--- src/rtl/cache_fill_if.sv ---
// Cache-side fill request and memory-side bus for cache_fill_responder.
// master = responder side, slave = requester/memory side.
interface cache_fill_if;
   logic        cache_req;
   logic [31:0] cache_addr;
   logic        cache_burst;
   logic [2:0]  cache_burst_len;
   logic [15:0] cache_data;
   logic        cache_ack;
   logic        mem_req;
   logic [31:0] mem_addr;
   logic        mem_burst;
   logic [2:0]  mem_len;
   logic        mem_grant;
   logic        mem_valid;
   logic [15:0] mem_rdata;

   modport master (
      input  cache_req, cache_addr, cache_burst, cache_burst_len,
      output cache_data, cache_ack,
      output mem_req, mem_addr, mem_burst, mem_len,
      input  mem_grant, mem_valid, mem_rdata
   );

   modport slave (
      output cache_req, cache_addr, cache_burst, cache_burst_len,
      input  cache_data, cache_ack,
      input  mem_req, mem_addr, mem_burst, mem_len,
      output mem_grant, mem_valid, mem_rdata
   );
endinterface

--- src/rtl/cache_fill_responder.sv ---
// Line-fill engine: fetches len+1 16-bit words from memory (burst or per-word) and returns them to the cache.
// Optional response timeout with zero-fill abort is enabled by defining CACHE_FILL_TIMEOUT_EN.
module cache_fill_responder #(
   parameter int unsigned TIMEOUT_CYCLES = 255
) (
   input  logic         clk,
   input  logic         reset,
   cache_fill_if.master bus,
   output logic         busy,
   output logic         fill_err
);

   typedef enum logic [1:0] {IDLE = 2'd0, REQ = 2'd1, WAIT = 2'd2, HOLD = 2'd3} state_e;

   state_e      state_q, state_d;
   logic [31:0] base_q, base_d;
   logic        burst_q, burst_d;
   logic [2:0]  len_q, len_d;
   logic [3:0]  count_q, count_d;
   logic        hold_q, hold_d;
   logic        ack_q, ack_d;
   logic [15:0] data_q, data_d;
   logic [3:0]  words;
   logic        timeout;
   logic        flush;

   assign words = {1'b0, len_q} + 4'd1;

`ifdef CACHE_FILL_TIMEOUT_EN
   localparam int unsigned TW = (TIMEOUT_CYCLES < 2) ? 1 : $clog2(TIMEOUT_CYCLES);
   localparam logic [TW-1:0] TMO_LAST = TW'(TIMEOUT_CYCLES - 1);

   logic [TW-1:0] tmo_q, tmo_d;
   logic          flush_q, flush_d;
   logic          err_q, err_d;
   logic          active, resp_seen;

   // The counter only runs while a memory response is still owed.
   always_comb begin
      active    = (state_q == REQ) || (state_q == WAIT && !flush_q && count_q != words);
      resp_seen = (state_q == REQ && bus.mem_grant) || (state_q == WAIT && bus.mem_valid);
      timeout   = active && !resp_seen && (tmo_q == TMO_LAST);
      tmo_d     = '0;
      if (active && !resp_seen) tmo_d = tmo_q + 1'b1;
      flush_d   = flush_q;
      if (timeout) flush_d = 1'b1;
      if (state_q == HOLD) flush_d = 1'b0;
      err_d     = err_q | timeout;
   end

   always_ff @(posedge clk or posedge reset) begin
      if (reset) begin
         tmo_q   <= '0;
         flush_q <= 1'b0;
         err_q   <= 1'b0;
      end else begin
         tmo_q   <= tmo_d;
         flush_q <= flush_d;
         err_q   <= err_d;
      end
   end

   assign flush    = flush_q;
   assign fill_err = err_q;
`else
   logic unused_timeout_cycles;
   assign unused_timeout_cycles = ^TIMEOUT_CYCLES;
   assign timeout  = 1'b0;
   assign flush    = 1'b0;
   assign fill_err = 1'b0;
`endif

   always_comb begin
      state_d = state_q;
      base_d  = base_q;
      burst_d = burst_q;
      len_d   = len_q;
      count_d = count_q;
      hold_d  = hold_q;
      ack_d   = 1'b0;
      data_d  = 16'h0000;
      case (state_q)
         IDLE: begin
            if (bus.cache_req) begin
               base_d  = {bus.cache_addr[31:4], 4'h0};
               burst_d = bus.cache_burst;
               len_d   = bus.cache_burst_len;
               count_d = 4'd0;
               state_d = REQ;
            end
         end
         REQ: begin
            if (timeout || bus.mem_grant) state_d = WAIT;
         end
         WAIT: begin
            // The cycle after the last word is the ack cycle; HOLD starts after it.
            if (count_q == words) begin
               state_d = HOLD;
               hold_d  = 1'b0;
            end else if (flush) begin
               ack_d   = 1'b1;
               count_d = count_q + 4'd1;
            end else if (!timeout && bus.mem_valid) begin
               ack_d   = 1'b1;
               data_d  = bus.mem_rdata;
               count_d = count_q + 4'd1;
               if (!burst_q && (count_q + 4'd1) != words) state_d = REQ;
            end
         end
         HOLD: begin
            hold_d = 1'b1;
            if (hold_q) state_d = IDLE;
         end
         default: state_d = IDLE;
      endcase
   end

   always_ff @(posedge clk or posedge reset) begin
      if (reset) begin
         state_q <= IDLE;
         base_q  <= 32'h0;
         burst_q <= 1'b0;
         len_q   <= 3'd0;
         count_q <= 4'd0;
         hold_q  <= 1'b0;
         ack_q   <= 1'b0;
         data_q  <= 16'h0000;
      end else begin
         state_q <= state_d;
         base_q  <= base_d;
         burst_q <= burst_d;
         len_q   <= len_d;
         count_q <= count_d;
         hold_q  <= hold_d;
         ack_q   <= ack_d;
         data_q  <= data_d;
      end
   end

   // Memory request fields are decoded from state so reset clears them at once.
   assign bus.mem_req    = (state_q == REQ);
   assign bus.mem_addr   = (state_q == REQ) ? base_q + {27'd0, count_q, 1'b0} : 32'h0;
   assign bus.mem_burst  = (state_q == REQ) && burst_q;
   assign bus.mem_len    = (state_q == REQ && burst_q) ? len_q : 3'd0;
   assign bus.cache_ack  = ack_q;
   assign bus.cache_data = data_q;
   assign busy           = (state_q != IDLE);

endmodule

--- src/flat_wrapper.sv ---
// flat-port wrapper written by rule: the top's interface ports become plain ports
module cache_fill_responder_flat 
#(
   parameter int unsigned TIMEOUT_CYCLES = 255
)
  (clk, reset, busy, fill_err, bus_cache_req, bus_cache_addr, bus_cache_burst, bus_cache_burst_len, bus_cache_data, bus_cache_ack, bus_mem_req, bus_mem_addr, bus_mem_burst, bus_mem_len, bus_mem_grant, bus_mem_valid, bus_mem_rdata);
  cache_fill_if bus_i ();
  input  logic clk;
  input  logic reset;
  output logic busy;
  output logic fill_err;
  input wire logic [$bits(bus_i.cache_req)-1:0] bus_cache_req;
  input wire logic [$bits(bus_i.cache_addr)-1:0] bus_cache_addr;
  input wire logic [$bits(bus_i.cache_burst)-1:0] bus_cache_burst;
  input wire logic [$bits(bus_i.cache_burst_len)-1:0] bus_cache_burst_len;
  output wire logic [$bits(bus_i.cache_data)-1:0] bus_cache_data;
  output wire logic [$bits(bus_i.cache_ack)-1:0] bus_cache_ack;
  output wire logic [$bits(bus_i.mem_req)-1:0] bus_mem_req;
  output wire logic [$bits(bus_i.mem_addr)-1:0] bus_mem_addr;
  output wire logic [$bits(bus_i.mem_burst)-1:0] bus_mem_burst;
  output wire logic [$bits(bus_i.mem_len)-1:0] bus_mem_len;
  input wire logic [$bits(bus_i.mem_grant)-1:0] bus_mem_grant;
  input wire logic [$bits(bus_i.mem_valid)-1:0] bus_mem_valid;
  input wire logic [$bits(bus_i.mem_rdata)-1:0] bus_mem_rdata;
  assign bus_i.cache_req = bus_cache_req;
  assign bus_i.cache_addr = bus_cache_addr;
  assign bus_i.cache_burst = bus_cache_burst;
  assign bus_i.cache_burst_len = bus_cache_burst_len;
  assign bus_cache_data = bus_i.cache_data;
  assign bus_cache_ack = bus_i.cache_ack;
  assign bus_mem_req = bus_i.mem_req;
  assign bus_mem_addr = bus_i.mem_addr;
  assign bus_mem_burst = bus_i.mem_burst;
  assign bus_mem_len = bus_i.mem_len;
  assign bus_i.mem_grant = bus_mem_grant;
  assign bus_i.mem_valid = bus_mem_valid;
  assign bus_i.mem_rdata = bus_mem_rdata;
  cache_fill_responder #(.TIMEOUT_CYCLES(TIMEOUT_CYCLES)) u_core (.clk(clk), .reset(reset), .bus(bus_i), .busy(busy), .fill_err(fill_err));
endmodule
--- config.mk ---
export PLATFORM = sky130hd
export DESIGN_NAME = cache_fill_responder_flat
export DESIGN_NICKNAME = d
export VERILOG_FILES = /design/src/rtl/cache_fill_if.sv /design/src/rtl/cache_fill_responder.sv /design/src/flat_wrapper.sv
export SDC_FILE = /design/constraint.sdc
export NUM_CORES = 1
export LEC_CHECK = 0
export ABC_AREA = 1
export BUFFER_PORTS_ARGS = -buffer_cell sky130_fd_sc_hd__buf_2
export CAP_MARGIN = 25
export CORE_ASPECT_RATIO = 0.75
export CORE_MARGIN = 4
export CORE_UTILIZATION = 45
export CTS_CLUSTER_SIZE = 25
export DETAILED_ROUTE_END_ITERATION = 8
export PLACE_DENSITY = 0.8
export SYNTH_ARGS = -nofsm -noshare
export SYNTH_HDL_FRONTEND = slang
export SYNTH_SLANG_ARGS = --single-unit
--- constraint.sdc ---
create_clock -name clk -period 2.84 [get_ports clk]
set_input_delay 0.852 -clock clk [delete_from_list [all_inputs] [get_ports clk]]
set_output_delay 0.852 -clock clk [all_outputs]
set_load 0.05 [all_outputs]
==> reports/qor.csv <==
metric;value;unit
HP Start;u_core.hold_q$_DFFE_PP0P_;
vias in the first global route;3228;
ant diodes;0;
total track usage;20.9;%
RR Startpoint;u_core.len_q[0]$_DFFE_PP0P_;
fillcell total;601;
max_slew headroom;52.0;%
worst endpoint required time;1.99;ns
critical path launch point type;flop;
row cnt;26;
post-placement cell area;3990;µm²
post-synthesis sequential area ratio;42.2;%
Yosys warning total;0;
final worst path period share;103;%
CP arrival;2.07;ns
clock root buffer master;clkbuf_8;
Pleak;2.33;nW
CP Class;reg -> out;
Die ar.;8830;µm²
total number of vias;3231;
RSZ-0062 raised after global routing;true;
GP Congestion;0.944;
GRT overflow;0;
worst min path class;reg -> reg;
Unique masters post-synth;30;
layout cells sized above 1;40.2;%
DIE HEIGHT;82.4;µm
Die Wd;107;µm
Critical Path Fanout Max;6;
DRT Pass-1 Iters;5;
cell taking the most area after synthesis;dfrtp_1;
failing checks;setup timing;
Final Hold Vio Count;0;
Post-layout nets;616;
Initial Util;47.4;%
Max Cap Viol;0;
DR vias/cell;4.95;
Slew Limit Fails;0;
final instance area;4420;µm²
FFs w/ async S/R, synth;100;%
depth of the worst register-to-register path;10;
Clock Pin Slew Worst Setup and Hold Paths;0.10;ns
P per Cell Area;1140;nW/µm²
Worst Clk Skew;0.0129;ns
CTS sink count;56;
IO Port Bufs;106;
Avg Inst Size Synth;7.70;µm²
Initial DRC Count;189;
Synth top area share;42.2;%
dpl hpwl;6840;µm
IO Pins;113;
initial antenna violation count;0;
EDFF count, synth;0;
fin crit period;2.92;ns
Final setup viols;9;
H-tree Lvls;2;
CTS tree;yes;
Post-Syn Area;3320;µm²
Longest Clk Path Bufs;2;
final wirelength;9290;µm
Yosys reg bits;56;
Final TNS setup;-0.376;ns
Max Clock Freq;342;MHz
# DRC;0;
first-pass GRT wire length;14600;µm
Worst Hold Path Cells;2;
R2R Path End;u_core.count_q[3]$_DFFE_PP0P_;
CTS Buf Count;5;
Max VDD drop;0.000663;V
crit end category;primary output;
worst setup margin;-0.0843;ns
WHS Endpoint;u_core.hold_q$_DFFE_PP0P_;
Area growth syn-to-layout;33.3;%
largest net degree at the start of global routing;47;
status;complete, but fails checks;
reg-to-reg slack, setup;0.76;ns
post-route antenna net violation count;0;
ys flop type;dfrtp_1;
Multi-input gate area;1760;µm²
Synth Instances;431;
wire per inst;14.2;µm
register area;1410;µm²
top cells by area, synth;dfrtp_1 (42%), nand2_1 (10%), nor2_1 (9.5%), mux2_2 (6.4%), inv_1 (6.2%);
worst-margin pin slew;0.719;ns
core area;6990;µm²
fin util;63.3;%
clk_lat worst skew;0.32;ns
[per-stage QoR]
stage	cells	hold slack, ns	power (mW)	worst slack, ns
global route	653	0.561	5.41	-0.225
floorplan	432	0.444	3.55	-0.000389
CTS	641	0.539	4.75	-0.101
detailed placement	631	0.515	4.22	0.168
finish	653	0.538	5.06	-0.0843
global placement	631	0.469	4.14	0.195
[final cells by class]
| type | instances | share of cell area, % |
|---|---|---|
| timing repair inverter | 1 | 0.170 |
| sequential | 56 | 31.9 |
| inverter | 61 | 5.32 |
| tap | 98 | 2.77 |
| clock inverter | 2 | 0.283 |
| clock buffer | 5 | 1.56 |
| timing repair buffer | 127 | 18.2 |
| multi-input combinational | 303 | 39.8 |
[worst max-delay path, cell delays in order (launching register included)]
cell	delay, ns
dfrtp_1	0.40
ha_4	0.17
ha_4	0.14
nand2_4	0.05
nor2_4	0.14
nand2_4	0.12
inv_4	0.09
nand2_4	0.06
nor4_4	0.23
nor2_1	0.08
nor2_2	0.11
buf_6	0.17
[worst max-delay path by stage]
stage | cells after the start | end | from
after floorplan | 8 | bus_mem_addr[14] | u_core.count_q[3]$_DFFE_PP0P_
after global placement | 11 | bus_mem_addr[24] | u_core.count_q[3]$_DFFE_PP0P_
after detailed placement | 11 | bus_mem_addr[24] | u_core.count_q[3]$_DFFE_PP0P_
after CTS | 11 | bus_mem_addr[26] | u_core.base_q[4]$_DFFE_PP0P_
after global routing | 11 | bus_mem_addr[24] | u_core.base_q[4]$_DFFE_PP0P_
final | 11 | bus_mem_addr[24] | u_core.count_q[3]$_DFFE_PP0P_
[synthesized netlist by cell type, types with 6 or more instances]
cell     instances
a21oi_1         20
dfrtp_1         56
inv_1           55
inv_2            6
mux2_2          19
nand2_1         92
nand3_1         14
nand4_1          8
nor2_1          84
nor2_2           6
nor3_2           6
o21ai_0         12
xor2_1           9
[cells in the final DEF, fill, tap and decap left out, drive strengths merged]
master / netlist / routed
a21oi: 20 / 20
nand4: 8 / 8
nand2: 97 / 97
or2: 1 / 1
clkinvlp: 0 / 3
dfrtp: 56 / 56
xor2: 9 / 9
a2bb2oi: 1 / 1
ha: 4 / 4
nand3: 15 / 15
mux2: 19 / 19
nor4: 1 / 1
buf: 9 / 127
nor2: 92 / 92
nand3b: 1 / 1
o21ai: 16 / 16
nor3: 10 / 10
clkbuf: 3 / 5
inv: 61 / 60
conb: 1 / 2
clkinv: 0 / 1
xnor2: 5 / 5
nor3b: 2 / 2
[cell families (layout without fill, tap and decap cells)]
kind of cell	Yosys count	after routing	synth area share (%)
AOI/OAI and AO/OA	37	37	6.15
xor gates and xnor gates	14	14	3.70
other	1	2	0.113
adders and majority gates	4	4	1.51
muxes	19	19	6.45
DFF	56	56	42.2
buffers and inverters	73	196	8.90
and+or+nand+nor	227	227	31.0
[sequential cells by signal (all words and copies together) (netlist names)]
signal and count:
u_core.base_q 28, u_core.burst_q 1, u_core.bus.cache_ack 1, u_core.bus.cache_data 16
u_core.count_q 4, u_core.hold_q 1, u_core.len_q 3, u_core.state_q 2
[power breakdown]
| group | internal (mW) | switching (mW) | leakage [nW] |
|---|---|---|---|
| logic | 1.04 | 2.16 | 1.61 |
| clock network | 0.168 | 0.266 | 0.0400 |
| registers | 1.09 | 0.345 | 0.681 |
| total | 2.29 | 2.77 | 2.33 |
[repair_timing]
item | CTS | global route
setup buffers | 3 | 11
gates cloned | 0 | 1
setup endpoints to repair | 13 | 28
pin swaps | 7 | 10
hold buffers | 0 | 0
resized for setup | 28 | 55
[layer usage]
layer  GRT usage [%]  share of wire (%)  vias up
li1                -                  -     1590
met1            27.3                 43     1497
met2            34.7                 48      125
met3            5.13                7.1       19
met4            6.39                2.1        0
met5               0                  0        -
(Power assumes the default switching activity.)
